`config.mk`:
```
export PLATFORM = sky130hd
export DESIGN_NAME = d5m_capture_ctrl
export DESIGN_NICKNAME = d
export VERILOG_FILES = /design/src/rtl/d5m_capture_ctrl.sv
export SDC_FILE = /design/constraint.sdc
export NUM_CORES = 1
export LEC_CHECK = 0
export ABC_AREA = 1
export BUFFER_PORTS_ARGS = -buffer_cell sky130_fd_sc_hd__buf_2
export CAP_MARGIN = 20
export CORE_MARGIN = 1.5
export CORE_UTILIZATION = 25
export DETAILED_ROUTE_END_ITERATION = 7
export SLEW_MARGIN = 10
export SYNTH_ARGS = -nofsm -noshare
export SYNTH_HDL_FRONTEND = slang
export SYNTH_SLANG_ARGS = --single-unit
```
`constraint.sdc`:
```
create_clock -name im_D5M_PIXLCLK -period 17.5 [get_ports im_D5M_PIXLCLK]
set_input_delay 3.5 -clock im_D5M_PIXLCLK [delete_from_list [all_inputs] [get_ports im_D5M_PIXLCLK]]
set_output_delay 3.5 -clock im_D5M_PIXLCLK [all_outputs]
set_load 0.02 [all_outputs]
```
`src/rtl/d5m_capture_ctrl.sv`:
```
// D5M pixel front end: registers the sensor bus, tracks frame/line position and emits an armed,
// cropped pixel stream. Optional line-length check is built when D5M_CAP_LINECHK_EN is defined.
module d5m_capture_ctrl #(
  parameter int unsigned DATA_W = 12,
  parameter int unsigned X_W    = 12,
  parameter int unsigned Y_W    = 11,
  parameter int unsigned LINE_W = 1280
) (
  input  logic              im_D5M_PIXLCLK,
  input  logic              im_RST,
  input  logic [DATA_W-1:0] im_D5M_D,
  input  logic              im_D5M_FVAL,
  input  logic              im_D5M_LVAL,
  output logic              om_D5M_RESET_N,
  output logic              om_D5M_TRIGGER,
  input  logic              im_START,
  input  logic              im_CONT,
  input  logic [X_W-1:0]    im_X_START,
  input  logic [X_W-1:0]    im_X_END,
  input  logic [Y_W-1:0]    im_Y_START,
  input  logic [Y_W-1:0]    im_Y_END,
  output logic [DATA_W-1:0] om_PIX_DATA,
  output logic              om_PIX_VALID,
  output logic [X_W-1:0]    om_PIX_X,
  output logic [Y_W-1:0]    om_PIX_Y,
  output logic              om_SOF,
  output logic              om_EOL,
  output logic              om_EOF,
  output logic              om_BUSY,
  output logic [15:0]       om_FRAME_CNT,
  output logic              om_LINE_ERR
);

  typedef enum logic [1:0] {ST_IDLE, ST_ARM, ST_CAPTURE} state_e;

  state_e            state_q, state_d;
  logic [DATA_W-1:0] d1_q;
  logic              fv1_q, lv1_q, fv_prev_q, lv_prev_q;
  logic              fv_rise, fv_fall, lv_fall;
  logic [X_W-1:0]    x_cnt_q, x_cnt_d;
  logic [Y_W-1:0]    y_cnt_q, y_cnt_d;
  logic [X_W-1:0]    xs_q, xe_q, xs_eff, xe_eff;
  logic [Y_W-1:0]    ys_q, ye_q, ys_eff, ye_eff, y_pix;
  logic              latch_c, eof_c, start_ok_c, in_cap, pix_ok, sof_pend_q;
  logic [DATA_W-1:0] p2_data_q, pix_data_q;
  logic [X_W-1:0]    p2_x_q, pix_x_q;
  logic [Y_W-1:0]    p2_y_q, pix_y_q;
  logic              p2_valid_q, p2_sof_q, p2_eol_q, p2_eof_q;
  logic              pix_valid_q, sof_q, eol_q, eof_q, busy_q;
  logic [15:0]       frame_cnt_q;

  assign om_D5M_RESET_N = ~im_RST;
  assign om_D5M_TRIGGER = 1'b1;

  // Stage 1: pins plus one-cycle-old copies for edge detection
  always_ff @(posedge im_D5M_PIXLCLK or posedge im_RST) begin
    if (im_RST) begin
      d1_q      <= '0;
      fv1_q     <= 1'b0;
      lv1_q     <= 1'b0;
      fv_prev_q <= 1'b0;
      lv_prev_q <= 1'b0;
    end else begin
      d1_q      <= im_D5M_D;
      fv1_q     <= im_D5M_FVAL;
      lv1_q     <= im_D5M_LVAL;
      fv_prev_q <= fv1_q;
      lv_prev_q <= lv1_q;
    end
  end

  assign fv_rise = fv1_q & ~fv_prev_q;
  assign fv_fall = ~fv1_q & fv_prev_q;
  assign lv_fall = ~lv1_q & lv_prev_q;

  always_comb begin
    x_cnt_d = x_cnt_q;
    y_cnt_d = y_cnt_q;
    if (!lv1_q) x_cnt_d = '0;
    else if (fv1_q && (x_cnt_q != '1)) x_cnt_d = x_cnt_q + X_W'(1);
    if (fv_rise) y_cnt_d = '0;
    else if (lv_fall && fv1_q && (y_cnt_q != '1)) y_cnt_d = y_cnt_q + Y_W'(1);
  end

  always_comb begin
    state_d    = state_q;
    latch_c    = 1'b0;
    eof_c      = 1'b0;
    start_ok_c = 1'b0;
    case (state_q)
      ST_IDLE: begin
        if (im_START) begin
          state_d    = ST_ARM;
          start_ok_c = 1'b1;
        end
      end
      ST_ARM: begin
        if (fv_rise) begin
          state_d = ST_CAPTURE;
          latch_c = 1'b1;
        end
      end
      ST_CAPTURE: begin
        if (fv_fall) begin
          eof_c   = 1'b1;
          state_d = im_CONT ? ST_ARM : ST_IDLE;
        end
      end
      default: state_d = ST_IDLE;
    endcase
  end

  // The rise cycle itself already uses the freshly latched window and row 0
  assign xs_eff = latch_c ? im_X_START : xs_q;
  assign xe_eff = latch_c ? im_X_END   : xe_q;
  assign ys_eff = latch_c ? im_Y_START : ys_q;
  assign ye_eff = latch_c ? im_Y_END   : ye_q;
  assign y_pix  = fv_rise ? '0 : y_cnt_q;
  assign in_cap = (state_q == ST_CAPTURE) | latch_c;
  assign pix_ok = in_cap & lv1_q & fv1_q & (x_cnt_q >= xs_eff) & (x_cnt_q <= xe_eff)
                & (y_pix >= ys_eff) & (y_pix <= ye_eff);

  always_ff @(posedge im_D5M_PIXLCLK or posedge im_RST) begin
    if (im_RST) begin
      state_q     <= ST_IDLE;
      x_cnt_q     <= '0;
      y_cnt_q     <= '0;
      xs_q        <= '0;
      xe_q        <= '0;
      ys_q        <= '0;
      ye_q        <= '0;
      sof_pend_q  <= 1'b0;
      p2_data_q   <= '0;
      p2_x_q      <= '0;
      p2_y_q      <= '0;
      p2_valid_q  <= 1'b0;
      p2_sof_q    <= 1'b0;
      p2_eol_q    <= 1'b0;
      p2_eof_q    <= 1'b0;
      pix_data_q  <= '0;
      pix_x_q     <= '0;
      pix_y_q     <= '0;
      pix_valid_q <= 1'b0;
      sof_q       <= 1'b0;
      eol_q       <= 1'b0;
      eof_q       <= 1'b0;
      busy_q      <= 1'b0;
      frame_cnt_q <= '0;
    end else begin
      state_q <= state_d;
      x_cnt_q <= x_cnt_d;
      y_cnt_q <= y_cnt_d;
      if (latch_c) begin
        xs_q <= im_X_START;
        xe_q <= im_X_END;
        ys_q <= im_Y_START;
        ye_q <= im_Y_END;
      end
      if (pix_ok) sof_pend_q <= 1'b0;
      else if (latch_c) sof_pend_q <= 1'b1;
      // Stage 2 then output stage gives the fixed two-edge latency
      p2_data_q   <= d1_q;
      p2_x_q      <= x_cnt_q;
      p2_y_q      <= y_pix;
      p2_valid_q  <= pix_ok;
      p2_sof_q    <= pix_ok & (sof_pend_q | latch_c);
      p2_eol_q    <= pix_ok & (x_cnt_q == xe_eff);
      p2_eof_q    <= eof_c;
      pix_data_q  <= p2_data_q;
      pix_x_q     <= p2_x_q;
      pix_y_q     <= p2_y_q;
      pix_valid_q <= p2_valid_q;
      sof_q       <= p2_sof_q;
      eol_q       <= p2_eol_q;
      eof_q       <= p2_eof_q;
      busy_q      <= (state_q != ST_IDLE);
      if (p2_eof_q) frame_cnt_q <= frame_cnt_q + 16'(1);
    end
  end

  assign om_PIX_DATA  = pix_data_q;
  assign om_PIX_X     = pix_x_q;
  assign om_PIX_Y     = pix_y_q;
  assign om_PIX_VALID = pix_valid_q;
  assign om_SOF       = sof_q;
  assign om_EOL       = eol_q;
  assign om_EOF       = eof_q;
  assign om_BUSY      = busy_q;
  assign om_FRAME_CNT = frame_cnt_q;

`ifdef D5M_CAP_LINECHK_EN
  logic line_err_q;

  // Sticky short/long line flag, judged on the count held at the LVAL fall
  always_ff @(posedge im_D5M_PIXLCLK or posedge im_RST) begin
    if (im_RST) line_err_q <= 1'b0;
    else if (start_ok_c) line_err_q <= 1'b0;
    else if ((state_q == ST_CAPTURE) && lv_fall && (x_cnt_q != X_W'(LINE_W))) line_err_q <= 1'b1;
  end

  assign om_LINE_ERR = line_err_q;
`else
  logic unused_line_w;

  assign unused_line_w = |X_W'(LINE_W) | start_ok_c;
  assign om_LINE_ERR   = 1'b0;
`endif

endmodule
```
==> results of run 1 <==
[cells by family after synthesis]
group,count (synthesis),share of synthesized area [%]
AOI/OAI and AO/OA,94,6.55
and+or+nand+nor,292,17.9
DFF,183,58.6
xor gates and xnor gates,18,2.02
adders and majority gates,49,7.84
other,2,0.0961
buffers and inverters,138,7.03
[flip-flops by register name (all words and copies together) (netlist names), 12 cells and up]
name	flops
p2_x_q	12
p2_data_q	12
xs_q	12
om_PIX_DATA	12
om_FRAME_CNT	16
om_PIX_X	12
x_cnt_q	12
xe_q	12
d1_q	12
[synth_stat cells]
master / count
inv_1: 107
nand3b_1: 1
a21o_1: 2
o21ai_0: 15
buf_4: 2
dfrtp_1: 183
and3_1: 1
a21oi_1: 17
nand4_1: 18
xnor2_1: 2
nor4_4: 1
conb_1: 2
o31ai_1: 4
o21ai_2: 4
clkbuf_2: 1
o21ai_1: 49
nor2_2: 1
a21oi_2: 1
xor2_1: 16
nand3_1: 23
nor2_4: 5
inv_2: 14
nor2_1: 44
or2_2: 35
nand2_1: 139
a31o_2: 2
nand3_2: 1
nor3_1: 13
nand2_4: 3
clkbuf_1: 1
clkinv_4: 1
inv_4: 2
nand2_2: 6
buf_2: 10
nor2_8: 1
ha_1: 49
[worst min path at each step]
stage                          end  cells past startpoint    startpoint
detailed placement     om_PIX_X[9]                      0     p2_x_q[9]
finish                 om_PIX_Y[5]                      0     p2_y_q[5]
global placement    om_PIX_DATA[9]                      0  p2_data_q[9]
floorplan                   om_EOL                      0      p2_eol_q
global route           om_PIX_Y[4]                      0     p2_y_q[4]
CTS                    om_PIX_Y[5]                      0     p2_y_q[5]
[worst max-delay path: cells and delay by family]
kind	cells	cell delay, ns
buf+inv	3	0.96
[area by class of cell]
type	instances	area share, %
sequential	183	48.4
multi-input combinational	455	28.4
timing repair buffer	123	6.58
tap	396	5.23
inverter	124	5.10
clock buffer	19	4.78
clock inverter	12	1.49
antenna	2	0.0529
[where the power goes]
group	switching (mW)	total, mW	internal [mW]
sequential	0.0195	0.506	0.486
clock	0.172	0.392	0.220
combinational	0.149	0.247	0.0987
[metal layers]
layer  track usage [%]  vias to the layer above
li1                  -                     2716
met1              14.8                     2606
met2              17.8                      125
met3              3.24                       22
met4              4.50                        4
met5                 0                        -
==> results.ini, run 1 <==
[route]
drtAntennaViolNets = 0
viasPerCell = 4.17
met3WireLength_um = 914
drt_iter0_drc = 217
drc = 0
dr_wl_met2_um = 8190
routed_wl_um = 17600
dr.pass1.iters = 7
wire_per_inst_um = 13.4
routed-via-count = 5473
m1WireLength_um = 8210
highest_layer = met5

[global_routing]
grt_pass1_vias = 5388
grt_overflow_total = 0
grt_usage_pct = 11.4
grt_pass1_wl_um = 28800
antenna_found_initial = 4
grt_max_degree = 122

[clocking]
numClockSinks = 183
cts_tree = done
clock_tree.root_cell = clkbuf_16
cts_setup_buffers = 0
ctsHoldBuffers = 0
numCtsBuffers = 17
insertion_delay_ns = 0.43
clk_path_buf_depth = 2
clk_pin_slew_ns = 0.07
htree_levels = 4
cts-resized-gates = 0

[timing]
min_period_over_period_pct = 46.2
timing.slew.headroom_pct = 42.1
setup_violations = 0
hold_viol_final = 0
period_needed_ns = 8.08
fmax_ghz = 0.124
rsz0062_at_grt = false
clock_skew_ns = 0.0120
setup_ws_ns = 9.42
drv_slew = 0
worst_pin_slew_ns = 0.868
timing.hold.ws_ns = 0.347
tns_ns = 0

[worst_setup_path]
cpMaxStageDelayCell = inv_8
cp.required_ns = 14.00
r2r_end = p2_sof_q
worstSetupStartpointType = input port
crit_chain = buf_2 > inv_8 > buf_2
rrSetupSlack_ns = 14.36
crit_arrival_ns = 4.58
critPathMostFrequentCell = buf_2
cpPeakStageDelay_ns = 0.53
cp_max_fo = 121
path_class = input port to output pin
crit_path_start = im_RST
r2r-start = fv1_q
worst_setup_path_end_kind = output pin
reg2reg_depth = 17
crit_path_end = om_D5M_RESET_N

[finish]
fill_cells = 3147
syn_to_final_growth_pct = 21.1
multi_input_comb_area_um2 = 2690
final_common_cell = dfrtp_1
fin_area_um2 = 9470
num-nets-final = 1017
seq_area_um2 = 4580
fin_cells = 1314
post-route-util_pct = 30.9
drive_above_1_share_pct = 25.3
mostFrequentLayoutCells = dfrtp_1 (183), nand2_1 (139), buf_2 (120)

[power]
p_leak_nw = 4.90
p_per_area_nw_per_um2 = 121
power_mw = 1.15
irDropWorstVdd_mv = 0.0611

[floorplanning]
core_area_um2 = 30700
die_w_um = 180
dieArea_um2 = 32300
initial_core_util_pct = 25.5
die_h_um = 180
rows = 64
io_pins = 123

[place]
numPortBuffers = 120
dp.cells = 1281
gp_congestion = 0.826
placed_area_um2 = 8870
dp_hpwl_um = 12700
pre_cts_ws_ns = 9.39

[synth]
yosysTopAreaCellShare_pct = 58.6
synth_area_um2 = 7820
yosys-top-cells-area = dfrtp_1 (59%), ha_1 (7.8%), nand2_1 (6.7%)
synth_cell_type_count = 36
syn-instance-count = 776
syn_avg_cell_area_um2 = 10.1
ys_seq_elements = 183
ys_seq_area_share_pct = 58.6
yosysTopAreaCell = dfrtp_1
ys_warn_count = 0
syn_nets = 889

[outcome]
status = finished, final reports clean

[job]
drv_cap = 0

[worst_hold_path]
hold_path.class = flip-flop to flip-flop

Power figures use the tool's default switching activity.
==> inputs of run 2 (changes only) <==
--- a/config.mk
+++ b/config.mk
@@ -5,7 +5,7 @@
 export SDC_FILE = /design/constraint.sdc
 export NUM_CORES = 1
 export LEC_CHECK = 0
-export ABC_AREA = 1
+export ABC_AREA = 0
 export BUFFER_PORTS_ARGS = -buffer_cell sky130_fd_sc_hd__buf_2
 export CAP_MARGIN = 20
 export CORE_MARGIN = 1.5
==> constraint.sdc (replaced) <==
create_clock -name im_D5M_PIXLCLK -period 7.4 [get_ports im_D5M_PIXLCLK]
set_input_delay 1.48 -clock im_D5M_PIXLCLK [delete_from_list [all_inputs] [get_ports im_D5M_PIXLCLK]]
set_output_delay 1.48 -clock im_D5M_PIXLCLK [all_outputs]
set_load 0.02 [all_outputs]
==> run 2 against run 1 <==
  * Worst setup slack worse by 6.2 ns
  * Die area is 7.0% lower
  * Final area down 5.5%
  * First-iteration DRC count shrank 3.2%
  * Clock power up 130%
  * Sequential share of layout area grew 2.8 points
  * Register-to-register slack worse by 11 ns
  * Core utilization grew 0.38 points
  * Clock skew fell by 0.0052 ns
  * Global-route usage is 0.47 points lower
  * Synthesized cell count down 28%
  * Non-clock buffer count stayed put
  * Critical endpoint is now p2_sof_q
==> results.ini, run 2 <==
[power]
p_leak_nw = 4.51  ; was 4.90 nW
irDropWorstVdd_mv = 0.165  ; was 0.0611 mV
p_per_area_nw_per_um2 = 294  ; was 121 nW/um2

[finish]
num-nets-final = 803  ; was 1017
mostFrequentLayoutCells = dfrtp_1 (183), buf_2 (120), ha_1 (49)  ; was dfrtp_1 (183), nand2_1 (139), buf_2 (120)
syn_to_final_growth_pct = 23.2  ; was 21.1%
final_common_cell = dfrtp_1  ; unchanged
drive_above_1_share_pct = 24.1  ; was 25.3%
largest_reg_flops = 16  ; unchanged
fill_cells = 2893  ; was 3147

[worst_setup_path]
path_class = flip-flop to flip-flop  ; was input port to output pin
cp_max_fo = 29  ; was 121
cp.required_ns = 7.72  ; was 14.00 ns
crit_arrival_ns = 4.54  ; was 4.58 ns
worstSetupStartpointType = flip-flop  ; was input port
worst_setup_path_end_kind = flip-flop  ; was output pin

[floorplanning]
core_area_um2 = 28600  ; was 30700 um2
io_pins = 123  ; unchanged
rows = 62  ; was 64
die_w_um = 173  ; was 180 um
initial_core_util_pct = 25.4  ; was 25.5%
dieArea_um2 = 30100  ; was 32300 um2
die_h_um = 173  ; was 180 um

[synth]
syn_avg_cell_area_um2 = 13.0  ; was 10.1 um2
ys_seq_elements = 183  ; unchanged
yosysMostFrequentCell = dfrtp_1  ; unchanged
async_reset_ff_share_pct = 100  ; unchanged
synth_cell_type_count = 47  ; was 36
yosysTopAreaCellShare_pct = 63.1  ; was 58.6%
synth_common_cells = dfrtp_1 (183), ha_1 (49), inv_1 (47), mux2i_1 (35), nor2_1 (28)  ; was dfrtp_1 (183), nand2_1 (139), inv_1 (107), ha_1 (49), o21ai_1 (49)
ys_warn_count = 0  ; unchanged
yosys-top-cells-area = dfrtp_1 (63%), ha_1 (8.4%), mux2i_1 (4.8%)  ; was dfrtp_1 (59%), ha_1 (7.8%), nand2_1 (6.7%)
yosysTopAreaCell = dfrtp_1  ; unchanged
ys_seq_area_share_pct = 63.1  ; was 58.6%
syn_nets = 671  ; was 889
synth_area_um2 = 7260  ; was 7820 um2
synth-edff-count = 0  ; unchanged
yosys_most_used_dff = dfrtp_1  ; unchanged
syn-instance-count = 558  ; was 776

[route]
routed-via-count = 4502  ; was 5473
viasPerCell = 4.14  ; was 4.17
drt_iter0_drc = 210  ; was 217
drtAntennaViolNets = 0  ; unchanged
wire_per_inst_um = 14.3  ; was 13.4 um
dr.pass1.iters = 4  ; was 7
routed_wl_um = 15600  ; was 17600 um
drc = 0  ; unchanged

[clocking]
clk_path_buf_depth = 2  ; unchanged
cts-resized-gates = 0  ; unchanged
clk_pin_slew_ns = 0.07  ; about the same
numCtsBuffers = 17  ; unchanged
cts_tree = done  ; unchanged
numClockSinks = 183  ; unchanged
htree_levels = 4  ; unchanged
cts_setup_buffers = 0  ; unchanged
insertion_delay_ns = 0.43  ; about the same
ctsHoldBuffers = 0  ; unchanged
clock_tree.root_cell = clkbuf_16  ; unchanged

[timing]
worst_pin_slew_ns = 1.10  ; was 0.868 ns
fmax_ghz = 0.237
setup_violations = 0  ; unchanged
drv_slew = 0  ; unchanged
hold_viol_final = 0  ; unchanged
period_needed_ns = 4.22
rsz0062_at_grt = false  ; unchanged
tns_ns = 0  ; unchanged
timing.slew.headroom_pct = 26.8  ; was 42.1%
clock_skew_ns = 0.00686  ; was 0.0120 ns
timing.hold.ws_ns = 0.345  ; was 0.347 ns
min_period_over_period_pct = 57.0

[outcome]
status = finished, final reports clean  ; unchanged

[global_routing]
grt_overflow_total = 0  ; unchanged
antenna_found_initial = 4  ; unchanged
grt_pass1_vias = 4653  ; was 5388
grt_usage_pct = 10.9  ; was 11.4%
grt_pass1_wl_um = 25300  ; was 28800 um
grt_max_degree = 105  ; was 122

[job]
drv_cap = 0  ; unchanged

[place]
dp_hpwl_um = 11500  ; was 12700 um
gp_congestion = 0.771  ; was 0.826
numPortBuffers = 120  ; unchanged

[worst_hold_path]
hold_path.class = flip-flop to flip-flop  ; unchanged

run 2: changes by cell type in the layout (fill, tap and decap cells not counted), sizes merged, moves of 6 or more:
cell	previous run	this run
and3	1	9
nor3	13	7
inv	127	51
o21ai	68	17
nand3	24	18
mux2	0	12
nand2	148	24
mux2i	0	35
and2	0	11
and4	0	8
nor2b	0	7
nor2	51	28
xnor2	2	15
or2	35	2
run 2: routing by layer:
layer	track usage (%)	part of all wire, %
met2	16.7	45
met4	4.86	2.6
met1	14.3	47
met3	3.07	5.3
met5	0	0.19
run 2: worst paths after layout:
kind	depth (start not counted)	slack (ns)	start	endpoint
max	11	3.18	fv1_q	p2_sof_q
max in group asynchronous	4	5.10	im_RST	y_cnt_q[4]
min in group asynchronous	2	1.18	im_RST	om_PIX_DATA[8]
min reg2reg	0	0.35	p2_data_q[5]	om_PIX_DATA[5]
min	0	0.35	p2_data_q[5]	om_PIX_DATA[5]
max reg2reg	11	3.18	fv1_q	p2_sof_q
run 2: cell type report:
| type | instances | area (um2) | area share [%] |
|---|---|---|---|
| Tap cell | 384 | 480 | 5.37 |
| Multi-Input combinational cell | 318 | 2460 | 27.5 |
| Sequential cell | 183 | 4580 | 51.2 |
| Timing Repair Buffer | 123 | 643 | 7.19 |
| Inverter | 47 | 184 | 2.06 |
| Clock buffer | 19 | 453 | 5.06 |
| Clock inverter | 12 | 140 | 1.57 |
| Antenna cell | 2 | 5.00 | 0.0560 |
run 2: cell families after synthesis:
logic type / count (synthesis) / synth area share, %
flops: 183 / 63.1
simple gates: 137 / 10.1
buf+inv: 57 / 3.14
compound gates: 55 / 5.05
fa+ha+maj: 49 / 8.45
mux: 47 / 6.69
xor+xnor: 28 / 3.38
other cells: 2 / 0.103
run 2: critical path: stages (launching register included):
cell	delay (ns)
dfrtp_1	0.50
nand2b_1	0.31
nor2_4	0.93
buf_4	0.45
mux2_2	0.39
ha_1	0.28
nand2b_1	0.14
a31oi_1	0.16
o21ai_0	0.13
a221oi_1	0.58
a2111oi_4	0.07
nor2b_1	0.16
run 2: through the flow:
step	instances	instance area (um2)	setup slack, ns	util [%]	power, mW
floorplan	558	7260	0.568	-	1.59
global placement	1054	8320	3.26	29.1	1.74
detailed placement	1054	8320	3.17	29.1	1.75
CTS	1085	8910	3.11	31.1	2.68
global route	1087	8940	2.87	31.2	2.80
finish	1088	8940	3.18	31.2	2.63
run 2: where the power goes:
group	switching, mW	total, mW	internal [mW]
clock network	0.388	0.908	0.519
logic	0.308	0.515	0.207
registers	0.0537	1.21	1.16
total	0.750	2.63	1.88
